===== src/rtl/keypad_scanner.sv =====
// -----------------------------------------------------------------------------
// keypad_scanner
//
// Scans a 4x3 active-low key matrix (rows driven, columns sensed) and presents
// a debounced one-hot digit vector plus separate '*' and '#' flags to the
// keypad encoder.
//
// Each row is strobed for SCAN_DIV cycles. On the last dwell cycle, that row's
// columns are captured. At the row3 capture a frame code is formed: the key's
// index if exactly one contact closed, otherwise NONE. The outputs only follow
// a frame code once it has been seen on DEBOUNCE consecutive frames.
//
// Parameters:
//   SCAN_DIV  - cycles each row is driven (>= 4)
//   DEBOUNCE  - consecutive identical frames needed before outputs update (1..15)
//
// Ports:
//   clk          in   1  clock, rising edge
//   clrn         in   1  asynchronous active-low reset
//   col_n        in   3  matrix columns, active low, col_n[0] = left column
//   row_n        out  4  row strobes, active-low one-hot, row_n[0] = top row
//   keypad       out 10  debounced one-hot digit (key d -> bit 10-d, key 0 -> bit 0)
//   key_star     out  1  debounced '*' held
//   key_hash     out  1  debounced '#' held
//   key_pressed  out  1  one-cycle pulse when a new non-empty stable code is accepted
//
// Build option:
//   KEYPAD_SYNC_EN - when defined, col_n passes through a two-flop synchronizer
//                    before sampling; when undefined, col_n is sampled directly.
// -----------------------------------------------------------------------------
module keypad_scanner #(
    parameter int SCAN_DIV = 100,
    parameter int DEBOUNCE = 4
) (
    input  logic       clk,
    input  logic       clrn,
    input  logic [2:0] col_n,
    output logic [3:0] row_n,
    output logic [9:0] keypad,
    output logic       key_star,
    output logic       key_hash,
    output logic       key_pressed
);

    localparam int             DW         = (SCAN_DIV > 1) ? $clog2(SCAN_DIV) : 1;
    localparam logic [DW-1:0]  DWELL_LAST = DW'(SCAN_DIV - 1);
    localparam logic [3:0]     DEB_MAX    = 4'(DEBOUNCE);
    localparam logic [3:0]     CODE_NONE  = 4'hF;

    // Debounce FSM: IDLE while the stable code is NONE, TRACK while a key is stable.
    localparam logic [0:0] ST_IDLE  = 1'b0;
    localparam logic [0:0] ST_TRACK = 1'b1;

    // ------------------------------------------------------------------
    // Column input conditioning
    // ------------------------------------------------------------------
    logic [2:0] col_s;

`ifdef KEYPAD_SYNC_EN
    logic [2:0] sync1_q;
    logic [2:0] sync2_q;

    // Reset to "all released" so the first samples after reset see no contact.
    always_ff @(posedge clk or negedge clrn) begin
        if (!clrn) begin
            sync1_q <= 3'b111;
            sync2_q <= 3'b111;
        end else begin
            sync1_q <= col_n;
            sync2_q <= sync1_q;
        end
    end

    assign col_s = sync2_q;
`else
    assign col_s = col_n;
`endif

    // Active-high contact view of the currently driven row.
    logic [2:0] contacts_live;
    assign contacts_live = ~col_s;

    // ------------------------------------------------------------------
    // Row sequencer
    // ------------------------------------------------------------------
    logic [DW-1:0] dwell_q, dwell_d;
    logic [1:0]    row_idx_q, row_idx_d;
    logic [3:0]    row_n_q, row_n_d;
    logic          last_dwell;
    logic          frame_end;

    assign last_dwell = (dwell_q == DWELL_LAST);
    assign frame_end  = last_dwell && (row_idx_q == 2'd3);

    always_comb begin
        dwell_d   = dwell_q + {{(DW-1){1'b0}}, 1'b1};
        row_idx_d = row_idx_q;
        row_n_d   = row_n_q;
        if (last_dwell) begin
            dwell_d   = '0;
            row_idx_d = row_idx_q + 2'd1;
            row_n_d   = {row_n_q[2:0], row_n_q[3]};
        end
    end

    always_ff @(posedge clk or negedge clrn) begin
        if (!clrn) begin
            dwell_q   <= '0;
            row_idx_q <= 2'd0;
            row_n_q   <= 4'b1110;
        end else begin
            dwell_q   <= dwell_d;
            row_idx_q <= row_idx_d;
            row_n_q   <= row_n_d;
        end
    end

    // ------------------------------------------------------------------
    // Per-row column samples. Row3 is never stored: the frame code uses
    // the live row3 contacts on the same edge they would be captured.
    // ------------------------------------------------------------------
    logic [8:0] samp_flat;

    genvar gi;
    generate
        for (gi = 0; gi < 3; gi++) begin : g_samp
            logic [2:0] samp_q;

            always_ff @(posedge clk or negedge clrn) begin
                if (!clrn) begin
                    samp_q <= 3'b000;
                end else if (last_dwell && (row_idx_q == 2'(gi))) begin
                    samp_q <= contacts_live;
                end
            end

            assign samp_flat[gi*3 +: 3] = samp_q;
        end
    endgenerate

    // Bit index = row*3 + column; bit 0 is key '1', bit 11 is key '#'.
    logic [11:0] frame_bits;
    assign frame_bits = {contacts_live, samp_flat};

    // ------------------------------------------------------------------
    // Frame code: index of the single closed contact, else NONE
    // (covers both the empty matrix and ghosting / multi-press).
    // ------------------------------------------------------------------
    logic [3:0] n_set;
    logic [3:0] last_idx;
    logic [3:0] frame_code;

    always_comb begin
        n_set    = 4'd0;
        last_idx = CODE_NONE;
        for (int i = 0; i < 12; i++) begin
            if (frame_bits[i]) begin
                n_set    = n_set + 4'd1;
                last_idx = 4'(i);
            end
        end
        frame_code = (n_set == 4'd1) ? last_idx : CODE_NONE;
    end

    // Map a frame code onto the encoder-facing output format.
    logic [9:0] dec_keypad;
    logic       dec_star;
    logic       dec_hash;

    always_comb begin
        dec_keypad = 10'b0;
        dec_star   = 1'b0;
        dec_hash   = 1'b0;
        case (frame_code)
            4'd0:    dec_keypad = 10'b1000000000;  // '1'
            4'd1:    dec_keypad = 10'b0100000000;  // '2'
            4'd2:    dec_keypad = 10'b0010000000;  // '3'
            4'd3:    dec_keypad = 10'b0001000000;  // '4'
            4'd4:    dec_keypad = 10'b0000100000;  // '5'
            4'd5:    dec_keypad = 10'b0000010000;  // '6'
            4'd6:    dec_keypad = 10'b0000001000;  // '7'
            4'd7:    dec_keypad = 10'b0000000100;  // '8'
            4'd8:    dec_keypad = 10'b0000000010;  // '9'
            4'd9:    dec_star   = 1'b1;            // '*'
            4'd10:   dec_keypad = 10'b0000000001;  // '0'
            4'd11:   dec_hash   = 1'b1;            // '#'
            default: ;
        endcase
    end

    // ------------------------------------------------------------------
    // Debounce
    // ------------------------------------------------------------------
    logic [3:0] cand_q, cand_d;
    logic [3:0] cnt_q, cnt_d;
    logic [3:0] stable_q, stable_d;
    logic [0:0] state_q, state_d;
    logic [9:0] keypad_q, keypad_d;
    logic       star_q, star_d;
    logic       hash_q, hash_d;
    logic       pressed_q, pressed_d;

    always_comb begin
        cand_d    = cand_q;
        cnt_d     = cnt_q;
        stable_d  = stable_q;
        state_d   = state_q;
        keypad_d  = keypad_q;
        star_d    = star_q;
        hash_d    = hash_q;
        pressed_d = 1'b0;

        if (frame_end) begin
            if (frame_code == cand_q) begin
                cnt_d = (cnt_q >= DEB_MAX) ? DEB_MAX : cnt_q + 4'd1;
            end else begin
                cand_d = frame_code;
                cnt_d  = 4'd1;
            end

            // Once saturated, the outputs are simply reloaded each frame with
            // the same values; only a change to a real key raises the pulse.
            if (cnt_d == DEB_MAX) begin
                stable_d  = frame_code;
                keypad_d  = dec_keypad;
                star_d    = dec_star;
                hash_d    = dec_hash;
                pressed_d = (frame_code != CODE_NONE) &&
                            ((state_q == ST_IDLE) || (frame_code != stable_q));
                state_d   = (frame_code == CODE_NONE) ? ST_IDLE : ST_TRACK;
            end
        end
    end

    always_ff @(posedge clk or negedge clrn) begin
        if (!clrn) begin
            cand_q    <= CODE_NONE;
            cnt_q     <= 4'd0;
            stable_q  <= CODE_NONE;
            state_q   <= ST_IDLE;
            keypad_q  <= 10'b0;
            star_q    <= 1'b0;
            hash_q    <= 1'b0;
            pressed_q <= 1'b0;
        end else begin
            cand_q    <= cand_d;
            cnt_q     <= cnt_d;
            stable_q  <= stable_d;
            state_q   <= state_d;
            keypad_q  <= keypad_d;
            star_q    <= star_d;
            hash_q    <= hash_d;
            pressed_q <= pressed_d;
        end
    end

    assign row_n       = row_n_q;
    assign keypad      = keypad_q;
    assign key_star    = star_q;
    assign key_hash    = hash_q;
    assign key_pressed = pressed_q;

endmodule


===== config.mk =====
export PLATFORM = sky130hd
export DESIGN_NAME = keypad_scanner
export DESIGN_NICKNAME = d
export VERILOG_FILES = /design/src/rtl/keypad_scanner.sv
export SDC_FILE = /design/constraint.sdc
export NUM_CORES = 1
export LEC_CHECK = 0
export ABC_AREA = 1
export BUFFER_PORTS_ARGS = -buffer_cell sky130_fd_sc_hd__buf_2
export CORE_MARGIN = 8
export CORE_UTILIZATION = 25
export DETAILED_ROUTE_END_ITERATION = 10
export PLACE_DENSITY = 0.42
export SYNTH_ARGS = -nofsm -noshare
export SYNTH_HDL_FRONTEND = slang
export SYNTH_SLANG_ARGS = --single-unit

===== constraint.sdc =====
create_clock -name clk -period 6.6 [get_ports clk]
set_input_delay 0.33 -clock clk [delete_from_list [all_inputs] [get_ports clk]]
set_output_delay 0.33 -clock clk [all_outputs]
set_load 0.01 [all_outputs]

### After elaboration in Yosys (flattened, before gate mapping)

Cells that the tools add are included.

* flip-flop bits (word level): 48
* bits of input ports: 5
* output and inout port bits: 17
* word-level logic and storage cells: 98

* add/sub/neg operators: 14
* $lt $le $gt $ge: 1
* equal/unequal tests: 21
* muxes and demuxes: 35
* bitwise gates (word level): 3
* reductions and logical operators: 10

Operators by type and width (count)
* 2-to-1 mux 4 bit: 27
* case mux 10 bit (10 select lines): 1
* adder 4 x 1 -> 4 bit (second input constant): 12
* == test 4 x 3 -> 1 bit (second input constant): 5
* == test 4 bit (second input constant): 5
* == test 4 x 1 -> 1 bit (second input constant): 2
* == test 4 x 2 -> 1 bit (second input constant): 2
* adder 7 x 1 -> 7 bit (second input constant): 1
* == test 7 bit (second input constant): 1
* 2-to-1 mux 7 bit: 1
* 2-to-1 mux 1 bit: 6
* logical AND 1 bit: 5
* == test 2 bit (second input constant): 2
* == test 4 bit: 1
* greater-or-equal comparator 4 x 3 -> 1 bit (second input constant): 1
* logical NOT 4 bit: 1
* inequality test 4 bit: 1
* inequality test 4 bit (second input constant): 1
* AND reduction 2 bit: 2
* NOT 3 bit: 1
* adder 2 x 1 -> 2 bit (second input constant): 1
* == test 2 x 1 -> 1 bit (second input constant): 1
* logical NOT 2 bit: 1
* NOT 1 bit: 2
* logical OR 1 bit: 1

### Logic depth before layout (Yosys ltp)

* depth in word-level cells: 31
* mapped depth: 54
* depth with buffers taken out: 53

### Least setup slack after synthesis

No wires, ideal clock.

* path type: flip-flop to flip-flop
* start point: register g_samp[0].samp_q[0]
* end point: register keypad_q[0], in the netlist keypad[0]
* setup time: 117 ps
* data arrival time: 6792 ps
* required time: 6483 ps
* slack: -310 ps
* stages on the path, launching flop included: 54
* path buffers: 1
* clock period less this slack: 6910 ps
* path through: dfrtp_1 -> inv_1 -> ha_1 -> inv_1 -> nand2_1 -> nand2_1 -> ha_1 -> nand2_1 -> nand2_1 -> ha_1 -> or2_1 -> nand2_1 -> inv_1 -> ha_1 -> nand2_1 -> nand2_1 -> ha_1 -> or2_2 -> (+18 left out) -> nor2_1 -> xnor2_1 -> nand3_1 -> nand2_1 -> nand2_1 -> clkinv_1 -> nand2_4 -> nor2_8 -> nand3_4 -> nand2_1 -> nand2_1 -> clkinv_1 -> nand2_2 -> nor2_4 -> nand3_4 -> buf_6 -> nand2_1 -> nand2_1

* longest elaborated chain between the ends: 30
* elaborated cells between the ends (all ways): 53
* those cells by class: add/sub (11); eq/ne (12); mux (28); reduce/logical (2)

RTL lines
* from (decl): line 127 `logic [2:0] samp_q;`
* from (signal assigned): line 133 `samp_q <= contacts_live;`
* 2-to-1 mux 1 bit: line 157 `if (frame_bits[i]) begin`
* adder 4 x 1 -> 4 bit: line 158 `n_set = n_set + 4'd1;`
* 2-to-1 mux 4 bit: line 157
* adder 4 x 1 -> 4 bit: line 158
* 2-to-1 mux 4 bit: line 157
* adder 4 x 1 -> 4 bit: line 158
* 2-to-1 mux 4 bit: line 157
* adder 4 x 1 -> 4 bit: line 158
* (+14 left out)
* 2-to-1 mux 4 bit: line 157
* == test 4 x 1 -> 1 bit: line 162 `frame_code = (n_set == 4'd1) ? last_idx : CODE_NONE;`
* 2-to-1 mux 4 bit *: line 162
* == test 4 bit: line 214 `if (frame_code == cand_q) begin`
* 2-to-1 mux 4 bit: line 214
* 2-to-1 mux 4 bit: line 213 `if (frame_end) begin`
* == test 4 x 3 -> 1 bit: line 223 `if (cnt_d == DEB_MAX) begin`
* AND reduction 2 bit (no line)
* to (signal assigned): line 250 `keypad_q <= keypad_d;`
* to (decl): line 198 `logic [9:0] keypad_q, keypad_d;`

Every way passes the cells marked *; elsewhere a longest branch is shown, timed or not. The select of a mux whose other input is x is not followed.
A chain may end at the register's enable or synchronous reset.

### Worst setup path in the final report

* start point: register g_samp[0].samp_q[1]
* end point: register cand_q[0]

* longest elaborated chain between the ends: 26
* elaborated cells between the ends (all ways): 37
* those cells by class: add/sub (10); eq/ne (2); mux (23); bitwise (1); reduce/logical (1)

RTL lines
* 2-to-1 mux 4 bit: line 157
* adder 4 x 1 -> 4 bit: line 158
* 2-to-1 mux 4 bit: line 157
* adder 4 x 1 -> 4 bit: line 158
* 2-to-1 mux 4 bit: line 157
* adder 4 x 1 -> 4 bit: line 158
* 2-to-1 mux 4 bit: line 157
* adder 4 x 1 -> 4 bit: line 158
* (+10 left out)
* 2-to-1 mux 4 bit: line 157
* adder 4 x 1 -> 4 bit: line 158
* 2-to-1 mux 4 bit: line 157
* == test 4 x 1 -> 1 bit: line 162
* 2-to-1 mux 4 bit *: line 162
* == test 4 bit: line 214
* NOT 1 bit (no line)
* AND reduction 2 bit (no line)
* to (signal assigned): line 246 `cand_q <= cand_d;`
* to (decl): line 194 `logic [3:0] cand_q, cand_d;`

Every way passes the cells marked *; elsewhere a longest branch is shown, timed or not.

==> results.py <==
metrics = {
    "cts": {
        "clk_latency_ps": 290,
        "numCtsBuffers": 5,
        "root_buffer": "clkbuf_16",
        "cts_tree": "done",
        "cts_sinks": 48,
        "htreeDepth": 2,
        "cts.path.max_buffers": 2,
        "path_clk_slew_ps": 60,
        "ctsHoldBuffers": 0,
    },
    "placed_design": {
        "dp_cells": 700,
        "port_buffers": 21,
        "hpwl_um": 6120,
        "place_area_um2": 4030,
        "pre_cts_ws_ps": -436,
        "gp_congestion": 0.724,
    },
    "global_route": {
        "grt_first_pass_wirelength_um": 16000,
        "overflow": 0,
        "grt_pass1_vias": 3445,
        "grt_max_degree": 49,
        "globalRouteTotalUtil_pct": 10.7,
        "grt_antenna_before_repair": 0,
    },
    "die": {
        "die_area_um2": 17800,
        "io_pins": 22,
        "die_width_um": 133,
        "start_util_pct": 25.2,
        "rows": 43,
        "die_height_um": 133,
        "design.core.area_um2": 13700,
    },
    "critical_path": {
        "end_kind": "flip-flop",
        "crit_slowest_cell": "dfrtp_1",
        "critPathKind": "reg -> reg",
        "crit_path_max_fanout": 6,
        "critical_path_required_ps": 6830,
        "critPathLaunchType": "flip-flop",
        "cpPeakStageDelay_ps": 390,
        "cpMostUsedCell": "buf_4",
        "crit_arrival_ps": 7010,
    },
    "route": {
        "wirelength_um": 9550,
        "wl_per_cell_um": 12.3,
        "drc": 0,
        "vias": 3388,
        "drt_first_pass_iters": 4,
        "drt_iter0_markers": 142,
        "ant_nets": 0,
        "viasPerCell": 4.37,
    },
    "timing": {
        "hold_viol": 0,
        "final.setup.worst_slack_ps": -186,
        "max_slew_margin_pct": 34.2,
        "setup_viol": 24,
        "max_freq_mhz": 147,
        "drv_slew": 0,
        "rsz0062_at_grt": "true",
        "worst_pin_slew_ps": 987,
        "min_period_ps": 6790,
        "clock_skew_ps": 4.28,
        "holdWs_ps": 122,
        "period_share_pct": 103,
    },
    "synthesis": {
        "synth_seq_area_share_pct": 35.3,
        "synth_cells": 470,
        "yosys_warnings": 0,
        "synthArstFlopShare_pct": 100,
        "yosysTopAreaCell": "dfrtp_1",
        "yosysUniqueCellTypes": 39,
        "syn_area_um2": 3440,
        "syn_nets": 493,
        "ys_ff_latch": 48,
        "ys_top_cells_by_count": "nand2_1, inv_1, dfrtp_1, nor2_1, nand4_1",
        "synth_edf_count": 0,
        "synth.most_common_cell": "nand2_1",
        "ys.flop_type": "dfrtp_1",
        "yosysTopAreaCellShare_pct": 26.9,
        "synthTopCellsByArea": "dfrtp_1, nand2_1, dfstp_2",
        "synth_area_per_cell_um2": 7.32,
    },
    "power": {
        "ir_worst_vdd_mv": 0.115,
        "p_per_area_nw_per_um2": 116,
        "power.leakage_nw": 2.61,
    },
    "final_layout": {
        "fin_area_um2": 5070,
        "finalNonFillerCells": 776,
        "drive_gt1_share_pct": 45.0,
        "fin_nets": 618,
        "areaGrowthSynthToFinish_pct": 47.5,
        "utilization_pct": 37.1,
        "n_antenna_cell": 0,
        "fill_cells": 1437,
    },
    "outcome": {
        "status": "complete, but fails checks",
        "violations": "negative setup slack",
    },
    "min_path": {
        "hp-class": "in -> async",
    },
    "job": {
        "max_cap_violations": 0,
    },
}
## registers in the layout, indices dropped and copies added (netlist names)
name,flops
cand_q,4
stable_q,4
cnt_q,4
row_n,4
row_idx_q,2
state_q,1
key_hash,1
key_star,1
key_pressed,1
keypad,10
dwell_q,7
g_samp.samp_q,9
## worst max-delay path, delay by kind of cell, from the launching register on
family	cells	cell delay, ps
simple gates	25	2250
fa+ha+maj	8	1920
buf+inv	18	1880
flops	1	390
compound gates	3	290
## final cells by class
class | count | area [um^2] | share of cell area (%)
Clock buffer | 6 | 139 | 2.74
Sequential cell | 48 | 1210 | 24.0
Inverter | 63 | 241 | 4.76
Clock inverter | 2 | 10.0 | 0.197
Multi-Input combinational cell | 354 | 2340 | 46.1
Timing Repair Buffer | 123 | 901 | 17.8
Tap cell | 180 | 225 | 4.44
## kinds of logic after synthesis
kind of cell | after synthesis | synth area share, %
AO/OA/AOI/OAI | 38 | 6.44
XOR/XNOR | 7 | 1.78
adder cells (fa/ha/maj) | 18 | 6.55
buffers and inverters | 71 | 8.77
flip-flops | 48 | 35.3
AND/OR/NAND/NOR | 288 | 41.1
## repair_timing
action / CTS / global route
pin swaps: 30 / 50
buffers inserted: 61 / 8
setup endpoints to repair: 24 / 25
gates cloned: 3 / 0
gates resized for setup: 13 / 75
## worst paths after layout
path                                                 startpoint                         endpoint  slack [ps]  cells past startpoint
max in group asynchronous                                  clrn            keypad[6]$_DFFE_PN0P_        6040                      2
worst min register to register             dwell_q[0]$_DFF_PN0_             dwell_q[0]$_DFF_PN0_         460                      1
worst max register to register  g_samp[0].samp_q[1]$_DFFE_PN0P_            cand_q[0]$_DFFE_PN1P_        -190                     54
min in group clk                                       col_n[0]  g_samp[0].samp_q[0]$_DFFE_PN0P_         380                      2
worst min-delay path                                       clrn            key_pressed$_DFF_PN0_         120                      2
worst max-delay path            g_samp[0].samp_q[1]$_DFFE_PN0P_            cand_q[0]$_DFFE_PN1P_        -190                     54
## power breakdown
| group | leakage, nW | internal (mW) | total [mW] | switching, mW |
|---|---|---|---|---|
| Combinational | 1.98 | 0.0131 | 0.0345 | 0.0214 |
| Clock | 0.0766 | 0.149 | 0.258 | 0.108 |
| Sequential | 0.553 | 0.295 | 0.295 | 0 |
| Total | 2.61 | 0.457 | 0.587 | 0.130 |
## stage by stage
step                      TNS (ps)  total power, mW
after floorplan               -409            0.314
after global placement       -5890            0.327
after detailed placement     -9280            0.327
after CTS                    -5590            0.594
after global routing        -11520            0.611
final                        -3170            0.587
## routing by layer
metal	part of all wire [%]	vias up	GRT usage, %
met4	2.3	0	4.12
li1	-	1762	-
met3	3.0	15	1.92
met2	49	56	18.0
met1	46	1555	13.2
met5	0	-	0
## cell usage in the layout (no fill, tap or decap), drive strengths merged
cell and count:
xnor2 3, nor3 4, nand3 38, o211ai 1
nand2 172, nor2 39, o311ai 1, clkbuf 6
a31oi 1, and3 2, a21oi 8, dfrtp 37
o21ai 25, nand4 25, ha 18, dfstp 11
or2 6, nand3b 3, nor4 2, clkinv 5
buf 123, xor2 4, o21a 1, inv 60
a21boi 1
(Power assumes the default switching activity.)
